$ cat config.mk
export PLATFORM = sky130hd
export DESIGN_NAME = elevator_ctrl
export DESIGN_NICKNAME = d
export VERILOG_FILES = /design/src/rtl/elevator_ctrl.sv
export SDC_FILE = /design/constraint.sdc
export NUM_CORES = 1
export LEC_CHECK = 0
export ABC_AREA = 1
export CORE_MARGIN = 4
export CORE_UTILIZATION = 55
export CTS_CLUSTER_SIZE = 12
export DETAILED_ROUTE_END_ITERATION = 10
export PLACE_DENSITY = 0.81
export SYNTH_ARGS = -nofsm -noshare
export SYNTH_HDL_FRONTEND = slang
export SYNTH_SLANG_ARGS = --single-unit
$ cat constraint.sdc
create_clock -name CLK -period 3.7 [get_ports CLK]
set_input_delay 0.37 -clock CLK [delete_from_list [all_inputs] [get_ports CLK]]
set_output_delay 0.37 -clock CLK [all_outputs]
set_load 0.005 [all_outputs]
$ cat src/rtl/elevator_ctrl.sv
// elevator_ctrl: parametrised SCAN elevator controller with latched call
// requests, a timed door phase and a freeze input.
module elevator_ctrl #(
  parameter int FLOORS      = 8,
  parameter int FLOOR_W     = 3,
  parameter int MOVE_CYCLES = 4,
  parameter int DOOR_CYCLES = 3
) (
  input  logic               CLK,
  input  logic               RST,
  input  logic               stop_go,
  input  logic               req_valid,
  input  logic [FLOOR_W-1:0] req_floor,
  output logic [FLOOR_W-1:0] output_floor,
  output logic               dir,
  output logic               moving,
  output logic               door_open,
  output logic [FLOORS-1:0]  pending
);

  localparam int CNT_MAX = (MOVE_CYCLES > DOOR_CYCLES) ? MOVE_CYCLES : DOOR_CYCLES;
  localparam int CNT_W   = (CNT_MAX > 1) ? $clog2(CNT_MAX) : 1;

  localparam logic [CNT_W-1:0]   MOVE_LAST = CNT_W'(MOVE_CYCLES - 1);
  localparam logic [CNT_W-1:0]   DOOR_LAST = CNT_W'(DOOR_CYCLES - 1);
  localparam logic [CNT_W-1:0]   CNT_ONE   = CNT_W'(1);
  localparam logic [FLOOR_W-1:0] FLOOR_ONE = FLOOR_W'(1);

  typedef enum logic [1:0] {IDLE, MOVE, DOOR} state_e;

  state_e             state_q, state_d;
  logic [FLOOR_W-1:0] floor_q, floor_d;
  logic               dir_q, dir_d;
  logic [CNT_W-1:0]   cnt_q, cnt_d;
  logic [FLOORS-1:0]  pending_q, pending_d;
  logic               moving_q, moving_d;
  logic               door_q, door_d;

  logic [FLOOR_W-1:0] step_floor;
  logic [FLOORS-1:0]  set_vec, here_vec, step_vec;
  logic               req_here, hit_here, hit_step;
  logic               any_above, any_below, ahead, behind;

  // Decode of the registered state against the request bitmap.
  always_comb begin
    // NOTE: every always_comb output gets a default first so no latch is inferred.
    step_floor = dir_q ? floor_q + FLOOR_ONE : floor_q - FLOOR_ONE;
    set_vec    = '0;
    here_vec   = '0;
    step_vec   = '0;
    any_above  = 1'b0;
    any_below  = 1'b0;
    for (int f = 0; f < FLOORS; f++) begin
      if (req_valid && (req_floor == FLOOR_W'(f))) set_vec[f] = 1'b1;
      if (floor_q == FLOOR_W'(f))                  here_vec[f] = 1'b1;
      if (step_floor == FLOOR_W'(f))               step_vec[f] = 1'b1;
      if (pending_q[f] && (f > int'(floor_q)))     any_above = 1'b1;
      if (pending_q[f] && (f < int'(floor_q)))     any_below = 1'b1;
    end
    req_here = req_valid && (req_floor == floor_q);
    hit_here = |(pending_q & here_vec);
    hit_step = |(pending_q & step_vec);
    ahead    = dir_q ? any_above : any_below;
    behind   = dir_q ? any_below : any_above;
  end

  always_comb begin
    state_d   = state_q;
    floor_d   = floor_q;
    dir_d     = dir_q;
    cnt_d     = cnt_q;
    // A call for the floor whose door is open only extends the door phase.
    pending_d = (state_q == DOOR) ? (pending_q | (set_vec & ~here_vec))
                                  : (pending_q | set_vec);
    if (!stop_go) begin
      unique case (state_q)
        IDLE: begin
          cnt_d = '0;
          if (hit_here) begin
            pending_d = pending_d & ~here_vec;
            state_d   = DOOR;
          end else if (any_above) begin
            state_d = MOVE;
            dir_d   = 1'b1;
          end else if (any_below) begin
            state_d = MOVE;
            dir_d   = 1'b0;
          end
        end
        MOVE: begin
          if (cnt_q == MOVE_LAST) begin
            floor_d = step_floor;
            cnt_d   = '0;
            if (hit_step) begin
              pending_d = pending_d & ~step_vec;
              state_d   = DOOR;
            end
          end else begin
            cnt_d = cnt_q + CNT_ONE;
          end
        end
        DOOR: begin
          if (req_here) begin
            cnt_d = '0;
          end else if (cnt_q == DOOR_LAST) begin
            cnt_d = '0;
            if (ahead) begin
              state_d = MOVE;
            end else if (behind) begin
              state_d = MOVE;
              dir_d   = ~dir_q;
            end else begin
              state_d = IDLE;
            end
          end else begin
            cnt_d = cnt_q + CNT_ONE;
          end
        end
        default: state_d = IDLE;
      endcase
    end
    moving_d = (state_d == MOVE);
    door_d   = (state_d == DOOR);
  end

  always_ff @(posedge CLK) begin
    if (!RST) begin
      state_q   <= IDLE;
      floor_q   <= '0;
      dir_q     <= 1'b1;
      cnt_q     <= '0;
      pending_q <= '0;
      moving_q  <= 1'b0;
      door_q    <= 1'b0;
    end else begin
      // NOTE: state updates use <= so every flop samples the same pre-edge values.
      state_q   <= state_d;
      floor_q   <= floor_d;
      dir_q     <= dir_d;
      cnt_q     <= cnt_d;
      pending_q <= pending_d;
      moving_q  <= moving_d;
      door_q    <= door_d;
    end
  end

  assign output_floor = floor_q;
  assign dir          = dir_q;
  assign moving       = moving_q;
  assign door_open    = door_q;
  assign pending      = pending_q;

endmodule
==> flow_metrics.tcl <==
set metrics [dict create \
    outcome "finished clean" \
    setup_viol 0 \
    yosys_warnings 0 \
    cts_hold_buffers 0 \
    critPathArrivalTime_ps 2780 \
    place_ws_ps 1210 \
    crit_chain "inv_2 -> ha_1 -> inv_1 -> nand2_1 -> nand2_1 -> nor2_1 -> nand3_1 -> nand2_1 -> nor2_1 -> nand2_1 -> nand2_2 -> nand2_4 -> nand2_1 -> nand2_1 -> nand2_1 -> nand2_2 -> nand2_2 -> nand2_1 -> nor2_2" \
    ff2ff_path_depth 19 \
    final-seq-area_um2 360 \
    relSlewSlack_pct 56.7 \
    clk_transition_reported_paths_ps 110 \
    portBuffers 20 \
    yosys-top-cells-area "dfxtp_1, nand2_1, ha_1" \
    p_leak_nw 0.886 \
    crit_path_max_incr_delay_ps 620 \
    routed_wire_length_per_instance_um 14.3 \
    die_width_um 64.4 \
    post_route_cells_drive_above_1_share_pct 12.3 \
    power_per_cell_area_nw_per_um2 249 \
    timing.rr.end "moving" \
    hp-start "cnt_q[1]" \
    area_of_the_core_um2 3050 \
    cts_num_sinks 18 \
    gp_congestion 1.00 \
    hp-class "reg -> reg" \
    rows 20 \
    finalWirelength_um 4800 \
    postSynthCellCount 274 \
    final_nets 314 \
    worst-endpoint-required_ps 3910 \
    cts_tree "yes" \
    clk_path_buf_depth 2 \
    grt_max_degree 17 \
    synth_area_per_cell_um2 6.38 \
    post_synth_instance_area_um2 1750 \
    tritoncts.num_buffers 3 \
    finalCritPeriodShare_pct 69.5 \
    drtPass1Iterations 5 \
    synth.yosys.seq_area_share_pct 20.6 \
    reg2reg_setup_slack_ps 1130 \
    min_delay_worst_endpoint "cnt_q[1]" \
    grt_first_pass_wirelength_um 7790 \
    vias 1895 \
    final_cells 336 \
    drcViolationCount 0 \
    worst_setup_path_startpoint "output_floor[0]" \
    globalRoute.totalOverflow 0 \
    critPathMostFrequentCell "nand2_1" \
    ioPinCount 21 \
    maxSlewViolCount 0 \
    grt_setup_unrepaired "no" \
    distinct_cell_type_count_after_synthesis 38 \
    multi_input_logic_area_um2 1220 \
    number_of_stages_on_the_worst_hold_path 2 \
    crit_path_start_kind "register" \
    die_area_um2 4140 \
    diodes 0 \
    timing.setup.tns_ps 0 \
    cap_violations 0 \
    hpwl_um 3650 \
    grt_pass1_vias 1652 \
    min_period_ps 2570 \
    peakVddDrop_uv 158 \
    critical_path_class "reg -> reg" \
    antenna_violating_nets_post_route 0 \
    start_util_pct 57.3 \
    setup.worst_path.end_class "register" \
    worstReg2RegStart "output_floor[0]" \
    count_of_endpoints_failing_hold_in_the_final_timing_report 0 \
    syn_nets 295 \
    first_iter_violations 233 \
    ys_ff_latch 18 \
    power_mw 0.499 \
    fillerInstances 298 \
    post_cts_buffers 0 \
    skew_ps 10.1 \
    synth_top_area_share_pct 20.6 \
    placed_cells_incl_taps 332 \
    cts-root-buf "clkbuf_4" \
    globalRouteTotalUtil_pct 24.1 \
    post_drt_via_cell_ratio 5.64 \
    worst_pin_slew_ps 649 \
    clock.fmax_mhz 389 \
    timing.critical_path.fanout_max 11 \
    antenna_found_initial 0 \
    worst_slack_ps 1130 \
    synthDominantAreaCellType "dfxtp_1" \
    cts-htree-levels 1 \
    die-height_um 64.4 \
    clock_latency_reported_for_the_late_side_of_the_worst_skew_pair_ps 310 \
    total_of_cells_resized_after_clock_tree_synthesis 0 \
    crit_slowest_cell "dfxtp_1" \
    areaGrowthSynthToFinish_pct 14.8 \
]
-- sequential cells by signal (all words and copies together), names as in the netlist --
name	count
moving	1
output_floor	3
pending	8
dir	1
door_open	1
state_q	2
cnt_q	2
-- cell families (layout without fill, tap and decap cells) --
family	after synthesis	in the layout	synth area share, %
adders and majority gates	14	14	10.0
xor gates and xnor gates	1	1	0.501
and+or+nand+nor	142	142	37.8
buffers and inverters	41	59	9.38
DFF	18	18	20.6
AOI/OAI and AO/OA	58	58	21.7
-- report_power, final --
group	internal, mW	total (mW)	switching [mW]
Clock	0.0601	0.125	0.0654
Sequential	0.202	0.215	0.0133
Combinational	0.0606	0.158	0.0977
Total	0.323	0.499	0.176
-- per-layer routing --
metal	global-route usage [%]	vias to the layer above	wire, um	part of all wire (%)
met3	2.46	18	382	8.0
met4	11.3	0	130	2.7
li1	-	947	-	-
met5	0	-	0	0
met1	31.8	832	2050	43
met2	39.3	98	2240	47
-- critical path, delay by kind of cell, from the launching register on --
family | cells | cell delay (ps)
and+or+nand+nor | 16 | 1240
DFF | 1 | 620
adders and majority gates | 1 | 360
buffers and inverters | 2 | 260
-- worst max-delay path by stage --
stage	end	slack, ps
global route	door_open	880
global placement	moving	1290
detailed placement	moving	1210
CTS	moving	1180
finish	moving	1130
floorplan	moving	1540
-- Yosys cell counts (all sizes together) --
master,number
nand3,22
clkinv,1
o21bai,1
a31oi,2
nand2,84
dfxtp,18
inv,34
nor3,4
xor2,1
o31a,2
o21ai,10
a21oi,22
a211oi,8
a21boi,1
a311oi,7
buf,2
o211ai,2
o22ai,1
o32ai,1
nand4,1
a32o,1
or2,1
ha,14
clkbuf,4
nor2,30
-- cell usage in the layout, fill, tap and decap left out, types with 2 or more instances in the layout --
| cell | instances |
|---|---|
| ha_1 | 14 |
| nand2_1 | 72 |
| o31a_1 | 2 |
| a31oi_1 | 2 |
| inv_1 | 29 |
| nand2_4 | 2 |
| o21ai_0 | 7 |
| clkbuf_4 | 3 |
| nor3_1 | 3 |
| nand3_1 | 20 |
| a211oi_1 | 8 |
| dfxtp_1 | 18 |
| nor2_2 | 7 |
| o21ai_1 | 3 |
| clkdlybuf4s50_1 | 20 |
| a311oi_1 | 7 |
| a21oi_1 | 21 |
| inv_2 | 5 |
| nor2_1 | 22 |
| nand2_2 | 10 |
-- area by class of cell --
type / instances / share of cell area [%]
tap: 44 / 2.74
multi-input combinational: 215 / 61.0
timing repair buffer: 20 / 9.98
sequential: 18 / 18.0
clock buffer: 4 / 1.81
inverter: 35 / 6.55
-- per-stage QoR --
| stage | hold WS (ps) | util, % | cell area (um^2) |
|---|---|---|---|
| 2_1_floorplan | 454 | - | 1750 |
| 3_3_place_gp | 495 | 64.5 | 1970 |
| 3_5_place_dp | 501 | 64.5 | 1970 |
| 4_1_cts | 520 | 65.7 | 2010 |
| 5_1_grt | 557 | 65.7 | 2010 |
| 6_report | 517 | 65.7 | 2010 |
No activity file was read; power rests on OpenSTA's default activity.
